[config.mk]
export PLATFORM = sky130hd
export DESIGN_NAME = wb_boot_copier
export DESIGN_NICKNAME = d
export VERILOG_FILES = /design/src/rtl/wb_boot_copier.sv
export SDC_FILE = /design/constraint.sdc
export NUM_CORES = 1
export LEC_CHECK = 0
export BUFFER_PORTS_ARGS = -buffer_cell sky130_fd_sc_hd__buf_2
export CAP_MARGIN = 20
export CORE_MARGIN = 2
export CORE_UTILIZATION = 50
export DETAILED_ROUTE_END_ITERATION = 10
export PLACE_DENSITY_LB_ADDON = 0.1
export SYNTH_ARGS = -nofsm -noshare
export SYNTH_HDL_FRONTEND = slang
export SYNTH_SLANG_ARGS = --single-unit
[constraint.sdc]
create_clock -name clk_i -period 14.5 [get_ports clk_i]
set_input_delay 2.175 -clock clk_i [delete_from_list [all_inputs] [get_ports clk_i]]
set_output_delay 2.175 -clock clk_i [all_outputs]
set_load 0.01 [all_outputs]
[src/rtl/wb_boot_copier.sv]
// Purpose: Wishbone master that copies len_i 32-bit words from src_i to dst_i, one read then one write per word.
// Latency: two cycles per word against a zero-wait slave; start to busy_o is one cycle, and the last ack to done_o is one cycle.
// Backpressure: holds cyc/stb on each access until wb_ack_i arrives; after TIMEOUT cycles without an ack it aborts with err_o set.
module wb_boot_copier #(
   parameter int TIMEOUT = 256
) (
   input  logic        clk_i,
   input  logic        rst_i,
   input  logic        start_i,
   input  logic [31:0] src_i,
   input  logic [31:0] dst_i,
   input  logic [15:0] len_i,
   output logic        busy_o,
   output logic        done_o,
   output logic        err_o,
   input  logic [31:0] wb_dat_i,
   output logic [31:0] wb_dat_o,
   output logic [31:0] wb_adr_o,
   output logic        wb_we_o,
   output logic        wb_tga_o,
   output logic        wb_stb_o,
   output logic        wb_cyc_o,
   output logic [1:0]  wb_sel_o,
   input  logic        wb_ack_i
);

   // The wait counter only needs to reach TIMEOUT-1; the abort happens on that cycle.
   localparam int CW = (TIMEOUT > 1) ? $clog2(TIMEOUT) : 1;
   localparam logic [CW-1:0] TMO_LAST = CW'(TIMEOUT - 1);

   typedef enum logic [1:0] {
      S_IDLE  = 2'd0,
      S_READ  = 2'd1,
      S_WRITE = 2'd2
   } state_t;

   state_t        state_q, state_d;
   logic [31:0]   src_q, src_d;
   logic [31:0]   dst_q, dst_d;
   logic [15:0]   rem_q, rem_d;
   logic [31:0]   dat_q, dat_d;
   logic [31:0]   adr_q, adr_d;
   logic [CW-1:0] tmo_q, tmo_d;
   logic          we_q, we_d;
   logic          cyc_q, cyc_d;
   logic          busy_q, busy_d;
   logic          done_q, done_d;
   logic          err_q, err_d;

   logic          tmo_hit;

   // The wait limit is reached only while the bus is strobed; an ack on the same cycle still wins.
   assign tmo_hit = (tmo_q == TMO_LAST);

   // Next-state and next-output logic for the IDLE/READ/WRITE copy sequence.
   always_comb begin
      state_d = state_q;
      src_d   = src_q;
      dst_d   = dst_q;
      rem_d   = rem_q;
      dat_d   = dat_q;
      adr_d   = adr_q;
      tmo_d   = tmo_q;
      we_d    = we_q;
      cyc_d   = cyc_q;
      busy_d  = busy_q;
      done_d  = done_q;
      err_d   = err_q;

      case (state_q)
         S_IDLE: begin
            // A stray ack from the slave is meaningless here and is ignored.
            if (start_i) begin
               err_d = 1'b0;
               if (len_i == 16'd0) begin
                  // With nothing to copy, report completion without touching the bus.
                  done_d = 1'b1;
               end else begin
                  done_d  = 1'b0;
                  src_d   = src_i;
                  dst_d   = dst_i;
                  rem_d   = len_i;
                  adr_d   = src_i;
                  we_d    = 1'b0;
                  cyc_d   = 1'b1;
                  busy_d  = 1'b1;
                  tmo_d   = '0;
                  state_d = S_READ;
               end
            end
         end

         S_READ: begin
            if (wb_ack_i) begin
               // Capture the word. cyc stays high straight into the write.
               dat_d   = wb_dat_i;
               adr_d   = dst_q;
               we_d    = 1'b1;
               tmo_d   = '0;
               state_d = S_WRITE;
            end else if (tmo_hit) begin
               cyc_d   = 1'b0;
               we_d    = 1'b0;
               busy_d  = 1'b0;
               done_d  = 1'b1;
               err_d   = 1'b1;
               state_d = S_IDLE;
            end else begin
               tmo_d = tmo_q + CW'(1);
            end
         end

         S_WRITE: begin
            if (wb_ack_i) begin
               // Addresses wrap naturally at 2^32. The low bits pass through untouched.
               src_d = src_q + 32'd4;
               dst_d = dst_q + 32'd4;
               rem_d = rem_q - 16'd1;
               we_d  = 1'b0;
               tmo_d = '0;
               if (rem_q == 16'd1) begin
                  cyc_d   = 1'b0;
                  busy_d  = 1'b0;
                  done_d  = 1'b1;
                  err_d   = 1'b0;
                  state_d = S_IDLE;
               end else begin
                  adr_d   = src_q + 32'd4;
                  state_d = S_READ;
               end
            end else if (tmo_hit) begin
               cyc_d   = 1'b0;
               we_d    = 1'b0;
               busy_d  = 1'b0;
               done_d  = 1'b1;
               err_d   = 1'b1;
               state_d = S_IDLE;
            end else begin
               tmo_d = tmo_q + CW'(1);
            end
         end

         default: begin
            // An unreachable encoding recovers to a quiet idle bus.
            cyc_d   = 1'b0;
            we_d    = 1'b0;
            busy_d  = 1'b0;
            state_d = S_IDLE;
         end
      endcase
   end

   // State and registered bus outputs. Reset clears everything at once, even mid-transfer.
   always_ff @(posedge clk_i or posedge rst_i) begin
      if (rst_i) begin
         state_q <= S_IDLE;
         src_q   <= '0;
         dst_q   <= '0;
         rem_q   <= '0;
         dat_q   <= '0;
         adr_q   <= '0;
         tmo_q   <= '0;
         we_q    <= 1'b0;
         cyc_q   <= 1'b0;
         busy_q  <= 1'b0;
         done_q  <= 1'b0;
         err_q   <= 1'b0;
      end else begin
         state_q <= state_d;
         src_q   <= src_d;
         dst_q   <= dst_d;
         rem_q   <= rem_d;
         dat_q   <= dat_d;
         adr_q   <= adr_d;
         tmo_q   <= tmo_d;
         we_q    <= we_d;
         cyc_q   <= cyc_d;
         busy_q  <= busy_d;
         done_q  <= done_d;
         err_q   <= err_d;
      end
   end

   // stb always tracks cyc because this master never idles inside a bus cycle.
   assign wb_cyc_o = cyc_q;
   assign wb_stb_o = cyc_q;
   assign wb_we_o  = we_q;
   assign wb_adr_o = adr_q;
   assign wb_dat_o = dat_q;
   assign wb_tga_o = 1'b0;
   assign wb_sel_o = 2'b11;
   assign busy_o   = busy_q;
   assign done_o   = done_q;
   assign err_o    = err_q;

endmodule

## After elaboration in Yosys (flattened, before gate mapping)

Cells that the tools add are included.

| cells by class | value |
|---|---|
| reduce and logical (&&, ||, !) cells | 13 |
| mux-type cells | 57 |
| add/subtract/negate cells | 4 |
| equal/unequal tests | 12 |

Operator list:

| operator | count |
|---|---|
| $mux W32 | 9 |
| $pmux W32 S2 | 2 |
| $pmux W32 S3 | 1 |
| $add A32 B3 Y32 const B | 2 |
| $mux W16 | 3 |
| $mux W8 | 4 |
| $pmux W16 S2 | 1 |
| $mux W1 | 25 |
| $eq A16 B1 Y1 const B | 1 |
| $logic_not A16 Y1 | 1 |
| $pmux W8 S2 | 1 |
| $reduce_and A4 Y1 | 4 |
| $sub A16 B1 Y16 const B | 1 |
| $pmux W1 S3 | 5 |
| $ne A2 B2 Y1 const B | 6 |
| $mux W2 | 5 |
| $add A8 B1 Y8 const B | 1 |
| $eq A8 B8 Y1 const B | 1 |
| $ne A3 B3 Y1 const B | 2 |
| $pmux W2 S3 | 1 |
| $reduce_and A6 Y1 | 1 |
| $reduce_and A2 Y1 | 2 |
| $reduce_bool A2 Y1 | 2 |
| $reduce_bool A3 Y1 | 1 |
| other kinds (4) | 4 |

| storage, ports and cells | value |
|---|---|
| output and inout port bits | 73 |
| register bits after elaboration | 159 |
| bits of input ports | 116 |
| word-level logic and storage cells | 98 |

## Logic depth before layout (Yosys ltp)

Gate-level depths: netlist of run 1.

| depth | value |
|---|---|
| depth after elaboration | 4 |
| mapped depth | 10 |
| depth with buffers taken out | 7 |

## Least setup slack after synthesis of run 1

Ideal clock, no wire load.

| timing path | value |
|---|---|
| kind | input-to-reg |
| start | input port len_i[14] |
| end | register dst_q[6] |
| arrival time | 3.923 ns |
| library setup time | 0.121 ns |
| path buffers | 2 |
| slack | 10.456 ns |
| stages | 7 |
| data required time | 14.379 ns |
| cells stage by stage | or4_1 o41a_1 buf_2 o21ai_4 buf_4 a21oi_1 o22a_1 |

| between the ends | value |
|---|---|
| word-level cells in the longest chain between the ends | 3 |

Ends and longest elaborated chain:

| element | line | RTL |
|---|---|---|
| from (decl) | 12 | `input logic [15:0] len_i,` |
| $logic_not A16 Y1 | 75 | `if (len_i == 16'd0) begin` |
| $ne A2 B2 Y1 (no source line) | n/a |  |
| $reduce_and A4 Y1 (no source line) | n/a |  |
| to (signal assigned) | 171 | `dst_q <= dst_d;` |
| to (decl) | 39 | `logic [31:0] dst_q, dst_d;` |

No other way between the ends.
A chain may end at the register's enable or synchronous reset.

## Worst setup path in the final report of run 1

| timing path | value |
|---|---|
| start | input port len_i[14] |
| end | register tmo_q[1] |

| between the ends | value |
|---|---|
| word-level cells in the longest chain between the ends | 3 |

Ends and longest elaborated chain:

| element | line | RTL |
|---|---|---|
| $logic_not A16 Y1 | 75 |  |
| $ne A2 B2 Y1 (no source line) | n/a |  |
| $reduce_and A4 Y1 (no source line) | n/a |  |
| to (signal assigned) | 175 | `tmo_q <= tmo_d;` |
| to (decl) | 43 | `logic [CW-1:0] tmo_q, tmo_d;` |

No other way between the ends.

==> impl_metrics.env, run 1 <==
export IMPL_ys_seq_area_share_pct=41.82
export IMPL_synth_mux_area_share_pct=5.366
export IMPL_synthCells=1076
export IMPL_hold_viol=0
export IMPL_critPathKind="in2reg"
export IMPL_drt_iter0_markers=747
export IMPL_ant_nets=0
export IMPL_synth_edf_count=0
export IMPL_holdPathEnd="wb_adr_o[3]$_DFFE_PP0P_"
export IMPL_grt_pass1_vias=8195
export IMPL_dieArea_sq_um=20150
export IMPL_endpoint_kind="register"
export IMPL_syn_area_per_cell_sq_um=8.842
export IMPL_status="completed"
export IMPL_yosys_area_share_simple_pct=19.99
export IMPL_cts_hold_buf=0
export IMPL_synthAdderAreaFrac_pct=1.184
export IMPL_critPathRequiredTime_ns=14.82
export IMPL_gp_congestion=0.8826
export IMPL_crit_slowest_cell="nor2_2"
export IMPL_cts_buffers=17
export IMPL_start_kind="input port"
export IMPL_power_mw=2.625
export IMPL_grt_pass1_wl_um=43780
export IMPL_nNetsFinal=1329
export IMPL_yosysWarnings=0
export IMPL_die_y_um=141.9
export IMPL_core_sq_um=18710
export IMPL_tightestPinTransition_ns=1.090
export IMPL_diodes=0
export IMPL_drt_wirelength_per_cell_um=19.12
export IMPL_reg2reg_setup_slack_ns=11.12
export IMPL_io_pins=189
export IMPL_grt_util_met2_pct=42.26
export IMPL_max_stage_delay_ns=0.74
export IMPL_synthFlopType="dfrtp_1"
export IMPL_cts_tree="done"
export IMPL_synth_xor_area_share_pct=1.105
export IMPL_routed_wl_um=27750
export IMPL_grt_busiest_layer="met2"
export IMPL_reg2regPathDepth=9
export IMPL_cts_clk_slew_worst_paths_ns=0.07
export IMPL_path_delay_family="simple AND/OR/NAND/NOR gates"
export IMPL_stdcell_area_sq_um=11110
export IMPL_fin_crit_ns=4.360
export IMPL_synth_compound_area_share_pct=25.30
export IMPL_clockBufferDepth=2
export IMPL_synthTopCellsByArea="dfrtp_1 (42%), a21oi_1 (5.2%), nand2_1 (4.6%)"
export IMPL_fin_crit_sh_pct=30.07
export IMPL_clock_skew_ns=0.01275
export IMPL_first_pass_iters=5
export IMPL_syn_area_sq_um=9514
export IMPL_antenna_found_initial=0
export IMPL_async_flop_share_pct=100.0
export IMPL_io_buffers=185
export IMPL_synth_largest_area_cell="dfrtp_1"
export IMPL_p_leak_nw=4.664
export IMPL_ys_types=69
export IMPL_cp_arrival_ns=4.68
export IMPL_vias_per_cell=6.296
export IMPL_post_cts_setup_buffers=0
export IMPL_holdCritStartpoint="wb_adr_o[3]$_DFFE_PP0P_"
export IMPL_drc_errors=0
export IMPL_yosysTopAreaCellShare_pct=41.82
export IMPL_ir_drop_v=0.0001276
export IMPL_clock_fmax_mhz=229.3
export IMPL_path_max_fanout=21
export IMPL_worst_path_buf_inv=1
export IMPL_whs_ns=0.4701
export IMPL_drv_slew=0
export IMPL_maxCapViolCount=0
export IMPL_min_path_type="reg2reg"
export IMPL_grt_max_degree=90
export IMPL_grt_use_met3_pct=5.114
export IMPL_cts_resized=0
export IMPL_cts_sinks=159
export IMPL_setup_tns_ns=0
export IMPL_hold_depth=2
export IMPL_row_count=50
export IMPL_synth_top_family_by_area="compound AO/OA/AOI/OAI gates"
export IMPL_hpwl_um=18250
export IMPL_r2r_end="src_q[20]$_DFFE_PP0P_"
export IMPL_place_area_sq_um=10480
export IMPL_synth_seq_cells=159
export IMPL_grt_overflow=0
export IMPL_track_usage_pct=27.40
export IMPL_p_per_area_nw_per_um2=236.4
export IMPL_root_buffer="clkbuf_16"
export IMPL_critical_path_cell_chain="buf_2 > or4_1 > o41a_1 > nor2_2 > nor3_1 > a32o_1"
export IMPL_die_width_um=141.9
export IMPL_max_slew_margin_rel_pct=26.63
export IMPL_met1_usage_pct=39.86
export IMPL_clk_latency_ns=0.43
export IMPL_cts_htree_levels=4
export IMPL_rsz0062_at_grt="no"
export IMPL_via_count=9136
export IMPL_drive_above_1_share_pct=24.49
export IMPL_start_util_pct=50.86
export IMPL_final_util_pct=59.38
export IMPL_finalSetupViolCount=0
export IMPL_rr_startpoint="state_q[0]$_DFFE_PP0P_"
export IMPL_area_delta_synth_final_pct=16.75
-- worst min-delay path, delay by kind of cell (launching register included) --
| family | cells | cell delay [ns] |
|---|---|---|
| AND/OR/NAND/NOR | 1 | 0.05 |
| flip-flops | 1 | 0.34 |
| AO/OA/AOI/OAI | 1 | 0.05 |
-- cell usage after synthesis (3+ instances only) --
| master | n |
|---|---|
| a211oi_1 | 3 |
| a21boi_0 | 3 |
| a21oi_1 | 98 |
| a221oi_1 | 15 |
| a22o_1 | 8 |
| a2bb2oi_1 | 25 |
| a31oi_1 | 11 |
| a41oi_1 | 11 |
| and2_1 | 4 |
| and3_1 | 18 |
| and4_1 | 11 |
| buf_1 | 8 |
| buf_2 | 14 |
| buf_4 | 9 |
| clkbuf_1 | 63 |
| dfrtp_1 | 159 |
| ha_1 | 9 |
| inv_1 | 22 |
| mux2_2 | 32 |
| mux2i_1 | 15 |
| nand2_1 | 116 |
| nand2b_1 | 11 |
| nand3_1 | 56 |
| nand4_1 | 31 |
| nor2_1 | 52 |
| nor3_1 | 17 |
| nor4_1 | 19 |
| o2111ai_1 | 4 |
| o21a_1 | 7 |
| o21ai_0 | 61 |
| o21ai_1 | 4 |
| o22a_1 | 7 |
| o22ai_1 | 47 |
| o31a_1 | 4 |
| o31ai_1 | 19 |
| o32ai_1 | 6 |
| or2_2 | 14 |
| or4_1 | 7 |
| or4_4 | 3 |
| xnor2_1 | 11 |
-- where the power goes --
part           internal, mW  switching [mW]
clock                 0.260           0.210
sequential            0.662           0.220
combinational         0.520           0.753
total                  1.44            1.18
-- placed cells by master (no fill, tap or decap), types with 7 or more instances in the layout --
cell type / instances
o22a_1: 7
dfrtp_1: 159
nor3_1: 17
nand4_1: 31
buf_4: 15
nor4_1: 19
nand3_1: 56
buf_2: 186
xnor2_1: 11
a2bb2oi_1: 25
mux2_2: 32
inv_1: 21
a31oi_1: 11
nand2b_1: 11
o21ai_0: 61
a41oi_1: 11
a21oi_1: 98
o22ai_1: 47
and3_1: 18
nand2_1: 116
o31ai_1: 19
o21a_1: 7
nor2_1: 52
and4_1: 11
or4_1: 7
a22o_1: 8
mux2i_1: 15
a221oi_1: 15
or2_2: 14
ha_1: 7
clkbuf_16: 17
-- layout make-up --
| cell class | count | area, sq um |
|---|---|---|
| clock buffers | 17 | 425.4 |
| clock inverters | 15 | 173.9 |
| fillers | 1683 | 7597 |
| inverters | 23 | 91.34 |
| multi-input cells | 801 | 5075 |
| flip-flops and latches | 159 | 3979 |
| well taps | 234 | 292.8 |
| repair buffers | 202 | 1071 |
-- state kept, by name, indices dropped and copies added, names as in the netlist, 2 cells and up --
register and count:
rem_q 16, state_q 2, dst_q 32, wb_dat_o 32, src_q 32, tmo_q 8
wb_adr_o 32
-- through the flow --
stage / instances / setup slack, ns
global route: 1451 / 10.05
CTS: 1449 / 10.21
global placement: 1417 / 9.802
floorplan: 1077 / 8.033
finish: 1451 / 10.14
detailed placement: 1417 / 9.752
-- metal layers --
metal  vias up  routed length (um)
li1       4317                   -
met3        27                1961
met2       399               12870
met1      4393               12560
met5         -                   0
met4         0                 355
-- logic make-up (layout without fill, tap and decap cells) --
| kind of cell | count (synthesis) | count (layout) |
|---|---|---|
| AO/OA/AOI/OAI | 358 | 358 |
| XOR/XNOR | 12 | 12 |
| adder cells (fa/ha/maj) | 9 | 9 |
| buffers and inverters | 117 | 257 |
| flip-flops | 159 | 159 |
| multiplexers | 47 | 47 |
| other | 2 | 3 |
| AND/OR/NAND/NOR | 372 | 372 |
-- worst max path at each step --
stage | startpoint | cells after the start | to
floorplan | rst_i | 1 | busy_o$_DFFE_PP0P_
global placement | len_i[14] | 6 | tmo_q[1]$_DFFE_PP0P_
detailed placement | len_i[14] | 6 | tmo_q[1]$_DFFE_PP0P_
CTS | len_i[14] | 6 | tmo_q[1]$_DFFE_PP0P_
global route | len_i[14] | 6 | tmo_q[1]$_DFFE_PP0P_
finish | len_i[14] | 6 | tmo_q[1]$_DFFE_PP0P_
(Power assumes the default switching activity.)
==> run 2: changes to the inputs <==
==> constraint.sdc (replaced) <==
create_clock -name clk_i -period 4.5 [get_ports clk_i]
set_input_delay 0.675 -clock clk_i [delete_from_list [all_inputs] [get_ports clk_i]]
set_output_delay 0.675 -clock clk_i [all_outputs]
set_load 0.01 [all_outputs]
==> impl_metrics.env, run 2 (synthesis gave the netlist of run 1 again) <==
export IMPL_p_per_area_nw_per_um2=763.4
export IMPL_crit_start="state_q[0]$_DFFE_PP0P_"
export IMPL_nNetsFinal=1328
export IMPL_start_kind="register"
export IMPL_area_delta_synth_final_pct=16.67
export IMPL_drt_iter0_markers=711
export IMPL_reg2regPathDepth=9
export IMPL_status="completed"
export IMPL_critPathKind="reg2reg"
export IMPL_critPathRequiredTime_ns=4.85
export IMPL_cts_buffers=17
export IMPL_via_count=9094
export IMPL_grt_overflow=0
export IMPL_vias_per_cell=6.272
export IMPL_cts_tree="done"
export IMPL_antenna_found_initial=0
export IMPL_root_buffer="clkbuf_16"
export IMPL_endpoint_kind="register"
export IMPL_p_leak_nw=4.645
export IMPL_path_max_fanout=36
export IMPL_die_y_um=141.9
export IMPL_drt_wirelength_per_cell_um=19.29
export IMPL_drc_errors=0
export IMPL_grt_pass1_wl_um=43820
export IMPL_hpwl_um=18690
export IMPL_clk_latency_ns=0.43
export IMPL_clockBufferDepth=2
export IMPL_max_slew_margin_rel_pct=22.52
export IMPL_ir_drop_v=0.0003571
export IMPL_fin_crit_sh_pct=73.52
export IMPL_row_count=50
export IMPL_routed_wl_um=27970
export IMPL_drive_above_1_share_pct=24.51
export IMPL_finalSetupViolCount=0
export IMPL_start_util_pct=50.86
export IMPL_track_usage_pct=27.31
export IMPL_pre_cts_ws_ns=1.219
export IMPL_instances_no_fill=1450
export IMPL_power_mw=8.475
export IMPL_clock_skew_ns=0.01003
export IMPL_first_pass_iters=6
export IMPL_rsz0062_at_grt="no"
export IMPL_r2r_end="dst_q[14]$_DFFE_PP0P_"
export IMPL_setup_tns_ns=0
export IMPL_mostFrequentLayoutCells="buf_2 (185), dfrtp_1 (159), nand2_1 (116), a21oi_1 (98), o21ai_0 (61)"
export IMPL_cts_htree_levels=4
export IMPL_clock_fmax_mhz=302.3
export IMPL_gp_congestion=0.8531
export IMPL_ant_nets=0
export IMPL_rr_startpoint="state_q[0]$_DFFE_PP0P_"
export IMPL_fin_crit_ns=3.308
export IMPL_cts_clk_slew_worst_paths_ns=0.07
export IMPL_place_inst=1418
export IMPL_grt_max_degree=160
export IMPL_drv_slew=0
export IMPL_io_pins=189
export IMPL_crit_path_end="dst_q[14]$_DFFE_PP0P_"
export IMPL_diodes=0
export IMPL_stdcell_area_sq_um=11100
export IMPL_io_buffers=185
export IMPL_maxCapViolCount=0
export IMPL_whs_ns=0.4655
export IMPL_cts_resized=0
export IMPL_layout_commonest_cell="buf_2"
export IMPL_tightestPinTransition_ns=1.152
export IMPL_place_area_sq_um=10510
export IMPL_core_sq_um=18710
export IMPL_cp_arrival_ns=3.66
export IMPL_cts_hold_buf=0
export IMPL_die_width_um=141.9
export IMPL_dieArea_sq_um=20150
export IMPL_reg2reg_setup_slack_ns=1.19
export IMPL_cts_sinks=159
export IMPL_post_cts_setup_buffers=0
export IMPL_hold_viol=0
export IMPL_final_util_pct=59.34
export IMPL_grt_pass1_vias=8306
export IMPL_min_path_type="in2async"
export IMPL_setup_ws_ns=1.192
run 2: worst max-delay path, cell delays in order (launching register included):
cell and delay (ns):
dfrtp_1 0.42, inv_1 0.14, ha_2 0.37, clkinv_1 0.31
o21ai_0 0.24, buf_4 0.21, a21boi_4 0.69, buf_4 0.50
o21a_1 0.18, a2bb2oi_1 0.14
run 2: area by class of cell:
cell class	count	area [sq um]
fillers	1732	7605
multi-input cells	801	5081
flip-flops and latches	159	3979
repair buffers	201	1071
clock buffers	17	425.4
well taps	234	292.8
clock inverters	15	161.4
inverters	23	90.09
run 2: worst min path at each step:
stage	start	cells past startpoint	slack (ns)	end
6_report	rst_i	3	0.47	dst_q[3]$_DFFE_PP0P_
5_1_grt	wb_dat_i[0]	2	0.46	wb_dat_o[0]$_DFFE_PP0P_
4_1_cts	wb_dat_i[15]	2	0.46	wb_dat_o[15]$_DFFE_PP0P_
3_5_place_dp	wb_adr_o[1]$_DFFE_PP0P_	2	0.46	wb_adr_o[1]$_DFFE_PP0P_
3_3_place_gp	wb_adr_o[31]$_DFFE_PP0P_	2	0.46	wb_adr_o[31]$_DFFE_PP0P_
2_1_floorplan	src_q[0]$_DFFE_PP0P_	1	0.47	src_q[0]$_DFFE_PP0P_
run 2: report_power, final:
group	internal [mW]	switching (mW)
Clock	0.827	0.645
Combinational	1.71	2.44
Sequential	2.13	0.719
Total	4.67	3.80
run 2: routing by layer:
| layer | GRT usage [%] | up-vias | part of all wire, % | wire length [um] |
|---|---|---|---|---|
| li1 | - | 4319 | - | - |
| met1 | 39.17 | 4452 | 46 | 12740 |
| met2 | 43.84 | 306 | 47 | 13270 |
| met3 | 4.374 | 17 | 6.1 | 1699 |
| met4 | 6.263 | 0 | 0.93 | 259 |
| met5 | 0 | - | 0 | 0 |
